[src/rtl/variance_cache_ctrl_pkg.sv]
// Shared widths, corner count and FSM state encoding for the variance-cache
// corner fetch controller.
package pkg_varianceCache;

  localparam int ADDR_WIDTH   = 2;
  localparam int WORD_SIZE    = 16;
  localparam int WORD_SIZE_SQ = 32;
  localparam int ELM_WIDTH    = 8;
  localparam int NUM_CORNERS  = 2 ** ADDR_WIDTH;

  typedef logic [1:0] state_t;

  localparam logic [1:0] ST_IDLE  = 2'd0;
  localparam logic [1:0] ST_FETCH = 2'd1;
  localparam logic [1:0] ST_WRITE = 2'd2;
  localparam logic [1:0] ST_DONE  = 2'd3;

endpackage

[src/rtl/variance_cache_ctrl_corner_gen.sv]
// Combinational corner address generator: bit 0 of the counter selects the
// right column, bit 1 the bottom row; additions wrap at the coordinate width.
module variance_corner_gen
  import pkg_varianceCache::*;
#(
  parameter int CNT_WIDTH = ADDR_WIDTH,
  parameter int EW        = ELM_WIDTH
) (
  input  logic [CNT_WIDTH-1:0] counter,
  input  logic [EW-1:0]        x,
  input  logic [EW-1:0]        y,
  input  logic [EW-1:0]        s,
  output logic [EW-1:0]        rd_x,
  output logic [EW-1:0]        rd_y
);

  always_comb begin
    rd_x = counter[0] ? x + s : x;
    rd_y = counter[1] ? y + s : y;
  end

endmodule

[src/rtl/variance_cache_ctrl.sv]
// Fetches the four integral/squared-integral corner words of one window and
// writes them into the variance cache slots 0..3, then pulses done.
module variance_cache_ctrl
  import pkg_varianceCache::*;
#(
  parameter int ADDR_WIDTH   = pkg_varianceCache::ADDR_WIDTH,
  parameter int WORD_SIZE    = pkg_varianceCache::WORD_SIZE,
  parameter int WORD_SIZE_SQ = pkg_varianceCache::WORD_SIZE_SQ,
  parameter int ELM_WIDTH    = pkg_varianceCache::ELM_WIDTH
) (
  input  logic                    clk,
  input  logic                    rst,
  input  logic                    start_i,
  input  logic                    abort_i,
  input  logic [ELM_WIDTH-1:0]    winX_i,
  input  logic [ELM_WIDTH-1:0]    winY_i,
  input  logic [ELM_WIDTH-1:0]    winSize_i,
  output logic                    busy_o,
  output logic                    done_o,
  output logic                    rd_req_o,
  output logic [ELM_WIDTH-1:0]    rd_x_o,
  output logic [ELM_WIDTH-1:0]    rd_y_o,
  input  logic                    rd_ack_i,
  input  logic [WORD_SIZE-1:0]    ii_data_i,
  input  logic [WORD_SIZE_SQ-1:0] sq_data_i,
  output logic                    vc_we_o,
  output logic [ADDR_WIDTH-1:0]   vc_addr_o,
  output logic [WORD_SIZE-1:0]    vc_ii_o,
  output logic [WORD_SIZE_SQ-1:0] vc_sq_o
);

  state_t                  state_q, state_d;
  logic [ADDR_WIDTH-1:0]   cnt_q, cnt_d;
  logic [ELM_WIDTH-1:0]    win_x_q, win_x_d;
  logic [ELM_WIDTH-1:0]    win_y_q, win_y_d;
  logic [ELM_WIDTH-1:0]    win_s_q, win_s_d;
  logic [WORD_SIZE-1:0]    ii_q, ii_d;
  logic [WORD_SIZE_SQ-1:0] sq_q, sq_d;
  logic                    busy_q, busy_d;
  logic                    done_q, done_d;
  logic                    rd_req_q, rd_req_d;
  logic [ELM_WIDTH-1:0]    rd_x_q, rd_x_d;
  logic [ELM_WIDTH-1:0]    rd_y_q, rd_y_d;
  logic                    vc_we_q, vc_we_d;
  logic [ADDR_WIDTH-1:0]   vc_addr_q, vc_addr_d;
  logic [ELM_WIDTH-1:0]    gen_x, gen_y;

  // Addresses are generated from next-state values so they can be registered
  // alongside rd_req and appear in the same cycle as the request.
  variance_corner_gen #(
    .CNT_WIDTH (ADDR_WIDTH),
    .EW        (ELM_WIDTH)
  ) u_corner_gen (
    .counter (cnt_d),
    .x       (win_x_d),
    .y       (win_y_d),
    .s       (win_s_d),
    .rd_x    (gen_x),
    .rd_y    (gen_y)
  );

  always_comb begin
    state_d = state_q;
    cnt_d   = cnt_q;
    win_x_d = win_x_q;
    win_y_d = win_y_q;
    win_s_d = win_s_q;
    ii_d    = ii_q;
    sq_d    = sq_q;

    if (abort_i) begin
      state_d = ST_IDLE;
    end else begin
      case (state_q)
        ST_IDLE: begin
          if (start_i) begin
            win_x_d = winX_i;
            win_y_d = winY_i;
            win_s_d = winSize_i;
            cnt_d   = '0;
            state_d = ST_FETCH;
          end
        end
        ST_FETCH: begin
          if (rd_ack_i) begin
            ii_d    = ii_data_i;
            sq_d    = sq_data_i;
            state_d = ST_WRITE;
          end
        end
        ST_WRITE: begin
          if (cnt_q == '1) begin
            state_d = ST_DONE;
          end else begin
            cnt_d   = cnt_q + 1'b1;
            state_d = ST_FETCH;
          end
        end
        default: state_d = ST_IDLE;
      endcase
    end

    busy_d    = (state_d != ST_IDLE);
    rd_req_d  = (state_d == ST_FETCH);
    vc_we_d   = (state_d == ST_WRITE);
    done_d    = (state_d == ST_DONE);
    rd_x_d    = rd_req_d ? gen_x : '0;
    rd_y_d    = rd_req_d ? gen_y : '0;
    vc_addr_d = vc_we_d ? cnt_d : '0;
  end

  always_ff @(posedge clk or posedge rst) begin
    if (rst) begin
      state_q   <= ST_IDLE;
      cnt_q     <= '0;
      win_x_q   <= '0;
      win_y_q   <= '0;
      win_s_q   <= '0;
      ii_q      <= '0;
      sq_q      <= '0;
      busy_q    <= 1'b0;
      done_q    <= 1'b0;
      rd_req_q  <= 1'b0;
      rd_x_q    <= '0;
      rd_y_q    <= '0;
      vc_we_q   <= 1'b0;
      vc_addr_q <= '0;
    end else begin
      state_q   <= state_d;
      cnt_q     <= cnt_d;
      win_x_q   <= win_x_d;
      win_y_q   <= win_y_d;
      win_s_q   <= win_s_d;
      ii_q      <= ii_d;
      sq_q      <= sq_d;
      busy_q    <= busy_d;
      done_q    <= done_d;
      rd_req_q  <= rd_req_d;
      rd_x_q    <= rd_x_d;
      rd_y_q    <= rd_y_d;
      vc_we_q   <= vc_we_d;
      vc_addr_q <= vc_addr_d;
    end
  end

  assign busy_o    = busy_q;
  assign done_o    = done_q;
  assign rd_req_o  = rd_req_q;
  assign rd_x_o    = rd_x_q;
  assign rd_y_o    = rd_y_q;
  assign vc_we_o   = vc_we_q;
  assign vc_addr_o = vc_addr_q;
  assign vc_ii_o   = ii_q;
  assign vc_sq_o   = sq_q;

endmodule

[config.mk]
export PLATFORM = sky130hd
export DESIGN_NAME = variance_cache_ctrl
export DESIGN_NICKNAME = d
export VERILOG_FILES = /design/src/rtl/variance_cache_ctrl_pkg.sv /design/src/rtl/variance_cache_ctrl_corner_gen.sv /design/src/rtl/variance_cache_ctrl.sv
export SDC_FILE = /design/constraint.sdc
export NUM_CORES = 1
export LEC_CHECK = 0
export CAP_MARGIN = 10
export CORE_ASPECT_RATIO = 1.25
export CORE_MARGIN = 2
export CORE_UTILIZATION = 45
export CTS_BUF_LIST = sky130_fd_sc_hd__clkbuf_4 sky130_fd_sc_hd__clkbuf_8 sky130_fd_sc_hd__clkbuf_16
export DETAILED_ROUTE_END_ITERATION = 8
export PLACE_DENSITY = 0.88
export RECOVER_POWER = 50
export SYNTH_ARGS = -nofsm -noshare
export SYNTH_HDL_FRONTEND = slang
export SYNTH_SLANG_ARGS = --single-unit
[constraint.sdc]
create_clock -name clk -period 4.1 [get_ports clk]
set_clock_uncertainty 0.15 [all_clocks]
set_input_delay 0.615 -clock clk [delete_from_list [all_inputs] [get_ports clk]]
set_output_delay 0.615 -clock clk [all_outputs]
set_load 0.05 [all_outputs]
== After elaboration in Yosys (flattened, before gate mapping) ==
Index checks and enable logic that the tools add are counted.
Word-level totals
  flip-flop bits (word level): 98
  input port bits: 77
  memories: 0
  RAM bits: 0
  memory bits (read-only): 0
  logic and storage cells: 50
  latch bits: 0
Operators by class
  eq/ne operators: 6
  reduce and logical (&&, ||, !) cells: 3
  shift-type cells: 0
  bitwise logic cells: 1
  multipliers: 0
  magnitude comparators: 0
  div/mod/pow operators: 0
  muxes and demuxes: 23
  add/subtract/negate cells: 3
Operator list (count)
  $mux W8: 13
  $add A8 B8 Y8: 2
  $mux W2: 8
  $eq A2 B2 Y1 const B: 4
  $pmux W2 S3: 1
  $eq A2 B1 Y1 const B: 2
  $pmux W2 S2: 1
  $reduce_and A3 Y1: 1
  $add A2 B1 Y2 const B: 1
  $logic_not A2 Y1: 1
  $reduce_bool A2 Y1: 1
  $not A1 Y1: 1

== Longest topological paths before layout ==
Gate-level depths: netlist of the first run.
  depth after elaboration: 6
  mapped depth: 12

== Cells and area by module ==
From an unflattened synthesis of the first run, not the netlist that was laid out.
Unflattened totals
  cell total of the unflattened synthesis: 338
  area, all modules: 4478.0 um^2
By module, submodules not included
  variance_cache_ctrl: instances 1, seq. area each 2452.4 um^2, cells an instance 225, area an instance 3616.0 um^2
  variance_corner_gen: instances 1, seq. area each 0.0 um^2, cells an instance 113, area an instance 862.1 um^2

== Least setup slack after synthesis of the first run ==
No wires, ideal clock.
  path kind: input-to-reg
  from: input abort_i
  to: register rd_y_q[7] (netlist: rd_y_o[7])
  library setup time: 119 ps
  path buffers: 2
  arrival time: 3424 ps
  stages on the path: 11
  required time: 3831 ps
  setup slack: 407 ps
  cell sequence: buf_2 > nor4b_4 > clkbuf_1 > mux2i_1 > inv_1 > ha_1 > nand3_1 > a211oi_1 > or4b_1 > and3_1 > o21a_1
Between the ends
  word-level cells in the longest chain between the ends: 4
Ends and longest elaborated chain
  start, declared: RTL line variance_cache_ctrl.sv:14  | input logic abort_i,
  $mux W8: RTL line variance_cache_ctrl.sv:71  | if (abort_i) begin
  via u_corner_gen.s[1]: RTL line variance_cache_ctrl_corner_gen.sv:12  | input logic [EW-1:0] s,
  $add A8 B8 Y8: RTL line variance_cache_ctrl_corner_gen.sv:19  | rd_y = counter[1] ? y + s : y;
  $mux W8: RTL line variance_cache_ctrl_corner_gen.sv:19
  $mux W8: RTL line variance_cache_ctrl.sv:108  | rd_y_d = rd_req_d ? gen_y : '0;
  via rd_y_d[7]: RTL line variance_cache_ctrl.sv:43  | logic [ELM_WIDTH-1:0] rd_y_q, rd_y_d;
  end signal, assigned: RTL line variance_cache_ctrl.sv:140  | rd_y_q <= rd_y_d;
  end, declared: RTL line variance_cache_ctrl.sv:43
The timed path passes the listed nets, and every way through them passes these cells.
A chain may end at the register's enable or synchronous reset.

== Worst setup path in the final report of the first run ==
Ends and elaborated chain as after synthesis.

==> results.sh, run 1 <==
export IMPL_status="complete, but fails checks"
export IMPL_violations="capacitance limit, slew limit"
export IMPL_regToRegSetupSlack_ns=0.88
export IMPL_hold_viol=0
export IMPL_diodes=0
export IMPL_fin_crit_sh=0.888
export IMPL_critPathLaunchType="input port"
export IMPL_synth_edff_count=0
export IMPL_start_util=0.465
export IMPL_grt_max_degree=84
export IMPL_hp_class="register to register"
export IMPL_p_per_area_nw_per_um2=594
export IMPL_postSynthCellCount=324
export IMPL_p_leak_nw=2.66
export IMPL_design_core_area_um2=9170
export IMPL_final_cell_mix="clkdlybuf4s50_1 (143), dfrtp_1 (98), mux2_2 (50)"
export IMPL_final_core_util=0.678
export IMPL_dp_hpwl_mm=7.58
export IMPL_worstPathArrival_ns=3.72
export IMPL_ctsResizeCount=0
export IMPL_holdBufCountCts=0
export IMPL_syn_avg_cell_area_um2=13.2
export IMPL_final_common_cell="clkdlybuf4s50_1"
export IMPL_dr_total_vias=3121
export IMPL_cts_buffers=9
export IMPL_rsz0062_at_grt="no"
export IMPL_async_reset_ff_frac=1.00
export IMPL_cp_max_fo=24
export IMPL_num_rows=39
export IMPL_dieArea_um2=10300
export IMPL_wirelength_mm=10.4
export IMPL_cts_tree="built"
export IMPL_syn_num_nets=417
export IMPL_synthToLayoutAreaGrowth_pct=45.9
export IMPL_grt_antenna_before_repair=0
export IMPL_routed_via_density=5.15
export IMPL_drt_initial_drc_count=93
export IMPL_slew_limit_headroom=-0.126
export IMPL_total_power_mw=3.69
export IMPL_setup_ws_ns=0.458
export IMPL_final_nets=571
export IMPL_maxSlewViolCount=84
export IMPL_numPortBuffers=146
export IMPL_dominantRegCellSynth="dfrtp_1"
export IMPL_place_ws_ns=0.270
export IMPL_die_w_um=91.1
export IMPL_yosysTopAreaCellShare=0.575
export IMPL_synth_area_leaders="dfrtp_1 (58%), mux2_2 (18%), ha_1 (4.1%), a21oi_1 (2.1%), mux2i_1 (1.6%)"
export IMPL_cap_violations=1
export IMPL_cts_root_buffer="clkbuf_16"
export IMPL_yosysWarnings=0
export IMPL_worstSkewPairLatency_ns=0.34
export IMPL_synth_area_leader_cell="dfrtp_1"
export IMPL_setup_viol=0
export IMPL_drive_above_1_share=0.159
export IMPL_wl_per_cell_um=17.1
export IMPL_yosysSeqAreaShare=0.575
export IMPL_grt_pass1_vias=3348
export IMPL_fin_crit_ns=3.64
export IMPL_grt_pass1_wl_mm=17.0
export IMPL_clock_fmax_ghz=0.275
export IMPL_cts_buffer_depth=2
export IMPL_ys_types=40
export IMPL_worst_ir_drop_vdd_v=0.000297
export IMPL_ios=147
export IMPL_critical_path_class="input port to register"
export IMPL_cts_max_level=3
export IMPL_synth_area_um2=4260
export IMPL_dr_pass1_iters=4
export IMPL_grt_use_total=0.214
export IMPL_antenna_left=0
export IMPL_worstPathRequired_ns=4.18
export IMPL_drc=0
export IMPL_clock_sinks=98
export IMPL_path_clk_slew_ns=0.07
export IMPL_gp_congestion=0.889
export IMPL_ys_ff_latch=98
export IMPL_grt_overflow_total=0
export IMPL_postCtsSetupBuffers=0
export IMPL_fp_dieH_um=113
export IMPL_worstMarginPinSlew_ns=1.69
export IMPL_cp_end_kind="register"
export IMPL_tns_ns=0
[registers in the layout, summed over array words and instances (netlist names)]
name,flops
vc_sq_o,32
vc_ii_o,16
rd_x_o,8
rd_y_o,8
win_s_q,8
win_x_q,8
win_y_q,8
cnt_q,2
state_q,2
vc_addr_o,2
busy_o,1
done_o,1
rd_req_o,1
vc_we_o,1
[area by class of cell]
type | instances | area (um2)
multi-input combinational | 205 | 1730
sequential | 98 | 2450
timing repair buffer | 154 | 1520
clock inverter | 5 | 77.6
tap | 123 | 154
fill | 662 | 2950
inverter | 10 | 37.5
clock buffer | 11 | 246
[per-stage QoR]
| stage | cells | instance area (um2) | hold slack [ns] |
|---|---|---|---|
| 6_report | 606 | 6220 | 0.355 |
| 5_1_grt | 606 | 6220 | 0.381 |
| 3_3_place_gp | 590 | 5920 | 0.337 |
| 2_1_floorplan | 324 | 4260 | 0.330 |
| 4_1_cts | 606 | 6240 | 0.358 |
| 3_5_place_dp | 590 | 5920 | 0.344 |
[logic make-up after synthesis]
kind of cell / Yosys count / share of synthesized area
AO/OA/AOI/OAI: 44 / 0.0631
XOR/XNOR: 4 / 0.00822
adder cells (fa/ha/maj): 16 / 0.0505
buffers and inverters: 21 / 0.0188
flip-flops: 98 / 0.575
multiplexers: 77 / 0.201
AND/OR/NAND/NOR: 64 / 0.0830
[power breakdown]
part           leakage [nW]  switching [mW]  internal [mW]
clock network         0.159           0.345          0.556
logic                  1.29           0.935          0.596
registers              1.21          0.0912           1.17
[final timing paths]
path                            cells after the start    endpoint       start
worst min-delay path                                1  vc_sq_o[1]  vc_sq_o[1]
worst max register to register                      9   rd_y_o[7]  state_q[0]
max in group asynchronous                           3  vc_ii_o[5]         rst
worst max-delay path                               10   rd_y_o[7]     abort_i
min in group asynchronous                           2  vc_ii_o[6]         rst
worst min register to register                      1  vc_sq_o[1]  vc_sq_o[1]
[critical path, cell delays in order]
cell and delay [ns]:
dlygate4sd3_1 0.59, nor4b_4 0.34, buf_12 0.23, mux2_1 0.38, ha_1 0.37, a21oi_1 0.18
a211oi_1 0.11, or4b_1 0.52, and3_1 0.19, o21a_1 0.18
[Yosys cell counts, types with 2 or more instances]
cell,instances
or3b_2,2
nand2_1,15
o21a_1,4
nand3_1,4
xnor2_1,3
mux2_2,70
a21o_1,2
nor2b_1,4
clkbuf_1,10
o21ai_0,10
inv_1,9
and3_1,2
nor2_1,14
fa_1,2
ha_1,14
mux2i_1,7
nor3_1,6
a211oi_1,3
o31a_1,2
and2_1,5
dfrtp_1,98
a21oi_1,18
nand3b_1,2
or2_2,2
[metal layers]
layer	up-vias	GRT usage	routed length [um]
li1	1463	-	-
met1	1512	0.259	4310
met2	130	0.358	5130
met3	16	0.0652	720
met4	0	0.0859	222
met5	-	0	0
No activity file was read; power rests on OpenSTA's default activity.
==> run 2: changes to the inputs <==
--- a/config.mk
+++ b/config.mk
@@ -11,7 +11,8 @@
 export CORE_UTILIZATION = 45
 export CTS_BUF_LIST = sky130_fd_sc_hd__clkbuf_4 sky130_fd_sc_hd__clkbuf_8 sky130_fd_sc_hd__clkbuf_16
 export DETAILED_ROUTE_END_ITERATION = 8
-export PLACE_DENSITY = 0.88
+export HOLD_SLACK_MARGIN = 0.03
+export PLACE_DENSITY = 0.8
 export RECOVER_POWER = 50
 export SYNTH_ARGS = -nofsm -noshare
 export SYNTH_HDL_FRONTEND = slang
==> results.sh, run 2 (same netlist as run 1, synthesis figures left out) <==
export IMPL_status="complete, but fails checks"
export IMPL_violations="capacitance limit, slew limit"
export IMPL_grt_pass1_wl_mm=17.2
export IMPL_final_core_util=0.682
export IMPL_worst_ir_drop_vdd_v=0.000265
export IMPL_largest_register_ffs=32
export IMPL_place_ws_ns=0.214
export IMPL_r2r_cells=9
export IMPL_critPathLaunchType="input port"
export IMPL_slew_limit_headroom=-0.623
export IMPL_fill_cells=675
export IMPL_drt_initial_drc_count=86
export IMPL_setup_ws_ns=0.401
export IMPL_wirelength_mm=10.4
export IMPL_rsz0062_at_grt="no"
export IMPL_diodes=0
export IMPL_grt_pass1_vias=3316
export IMPL_cap_violations=1
export IMPL_holdBufCountCts=0
export IMPL_dr_total_vias=3086
export IMPL_dieArea_um2=10300
export IMPL_worstPathRequired_ns=4.18
export IMPL_ios=147
export IMPL_cts_buffers=9
export IMPL_fp_dieH_um=113
export IMPL_worstSkewPairLatency_ns=0.34
export IMPL_cts_buffer_depth=2
export IMPL_numPortBuffers=146
export IMPL_cp_end_kind="register"
export IMPL_dp_hpwl_mm=7.49
export IMPL_finalNonFillerCells=604
export IMPL_final_nets=569
export IMPL_p_leak_nw=2.67
export IMPL_final_cell_mix="clkdlybuf4s50_1 (143), dfrtp_1 (98), mux2_2 (50)"
export IMPL_p_per_area_nw_per_um2=612
export IMPL_tns_ns=0
export IMPL_fin_crit_sh=0.902
export IMPL_final_common_cell="clkdlybuf4s50_1"
export IMPL_multi_input_area_um2=1730
export IMPL_critical_path_class="input port to register"
export IMPL_cts_tree="built"
export IMPL_final_seq_area_um2=2450
export IMPL_grt_antenna_before_repair=0
export IMPL_cts_root_buffer="clkbuf_16"
export IMPL_antenna_left=0
export IMPL_hp_class="register to register"
export IMPL_die_w_um=91.1
export IMPL_clock_sinks=98
export IMPL_worstMarginPinSlew_ns=2.42
export IMPL_fin_crit_ns=3.70
export IMPL_clock_fmax_ghz=0.270
export IMPL_worstPathArrival_ns=3.78
export IMPL_wl_per_cell_um=17.2
export IMPL_grt_max_degree=57
export IMPL_grt_overflow_total=0
export IMPL_drc=0
export IMPL_hold_viol=0
export IMPL_dr_pass1_iters=6
export IMPL_synthToLayoutAreaGrowth_pct=46.7
export IMPL_start_util=0.465
export IMPL_ctsResizeCount=0
export IMPL_path_clk_slew_ns=0.06
export IMPL_cts_max_level=3
export IMPL_postCtsSetupBuffers=0
export IMPL_dp_cells=588
export IMPL_setup_viol=0
export IMPL_cp_max_fo=24
export IMPL_maxSlewViolCount=57
export IMPL_drive_above_1_share=0.160
export IMPL_routed_via_density=5.11
export IMPL_design_core_area_um2=9170
export IMPL_gp_congestion=0.903
export IMPL_grt_use_total=0.214
export IMPL_num_rows=39
export IMPL_min_path_cells=1
[run 2: path summary, 6_finish.rpt]
check                             from           to  slack, ns
max                            abort_i    rd_y_o[7]       0.40
min                        vc_ii_o[10]  vc_ii_o[10]       0.35
max reg2reg                 state_q[0]    rd_y_o[7]       0.83
min reg2reg                vc_ii_o[10]  vc_ii_o[10]       0.35
max in group asynchronous          rst     rd_req_o       1.12
min in group asynchronous          rst  vc_sq_o[25]       1.25
[run 2: critical path: stages]
cell and delay, ns:
dlygate4sd3_1 0.60, nor4b_4 0.36, buf_12 0.23, mux2_1 0.39, ha_1 0.36, a21oi_1 0.19, a211oi_1 0.12, or4b_1 0.54
and3_1 0.20, o21a_1 0.17
[run 2: area by class of cell]
cell class / instances / share of cell area
flip-flops and latches: 98 / 0.392
multi-input cells: 205 / 0.277
repair buffers: 152 / 0.241
clock buffers: 10 / 0.0372
well taps: 123 / 0.0246
clock inverters: 6 / 0.0218
inverters: 10 / 0.00620
[run 2: stage by stage]
step | hold slack, ns | instance area (um2) | power, mW
floorplan | 0.330 | 4260 | 2.30
detailed placement | 0.344 | 5900 | 2.82
CTS | 0.359 | 6270 | 3.86
finish | 0.355 | 6260 | 3.83
global route | 0.369 | 6260 | 3.98
global placement | 0.339 | 5900 | 2.78
[run 2: power breakdown]
part / switching, mW / internal, mW / total (mW)
clock: 0.366 / 0.667 / 1.03
combinational: 0.941 / 0.596 / 1.54
sequential: 0.0856 / 1.17 / 1.26
total: 1.39 / 2.43 / 3.83
[run 2: per-layer routing]
layer / share of wire / track usage
met3: 0.065 / 0.0513
met2: 0.50 / 0.362
met4: 0.018 / 0.0919
met5: 0 / 0
met1: 0.42 / 0.264
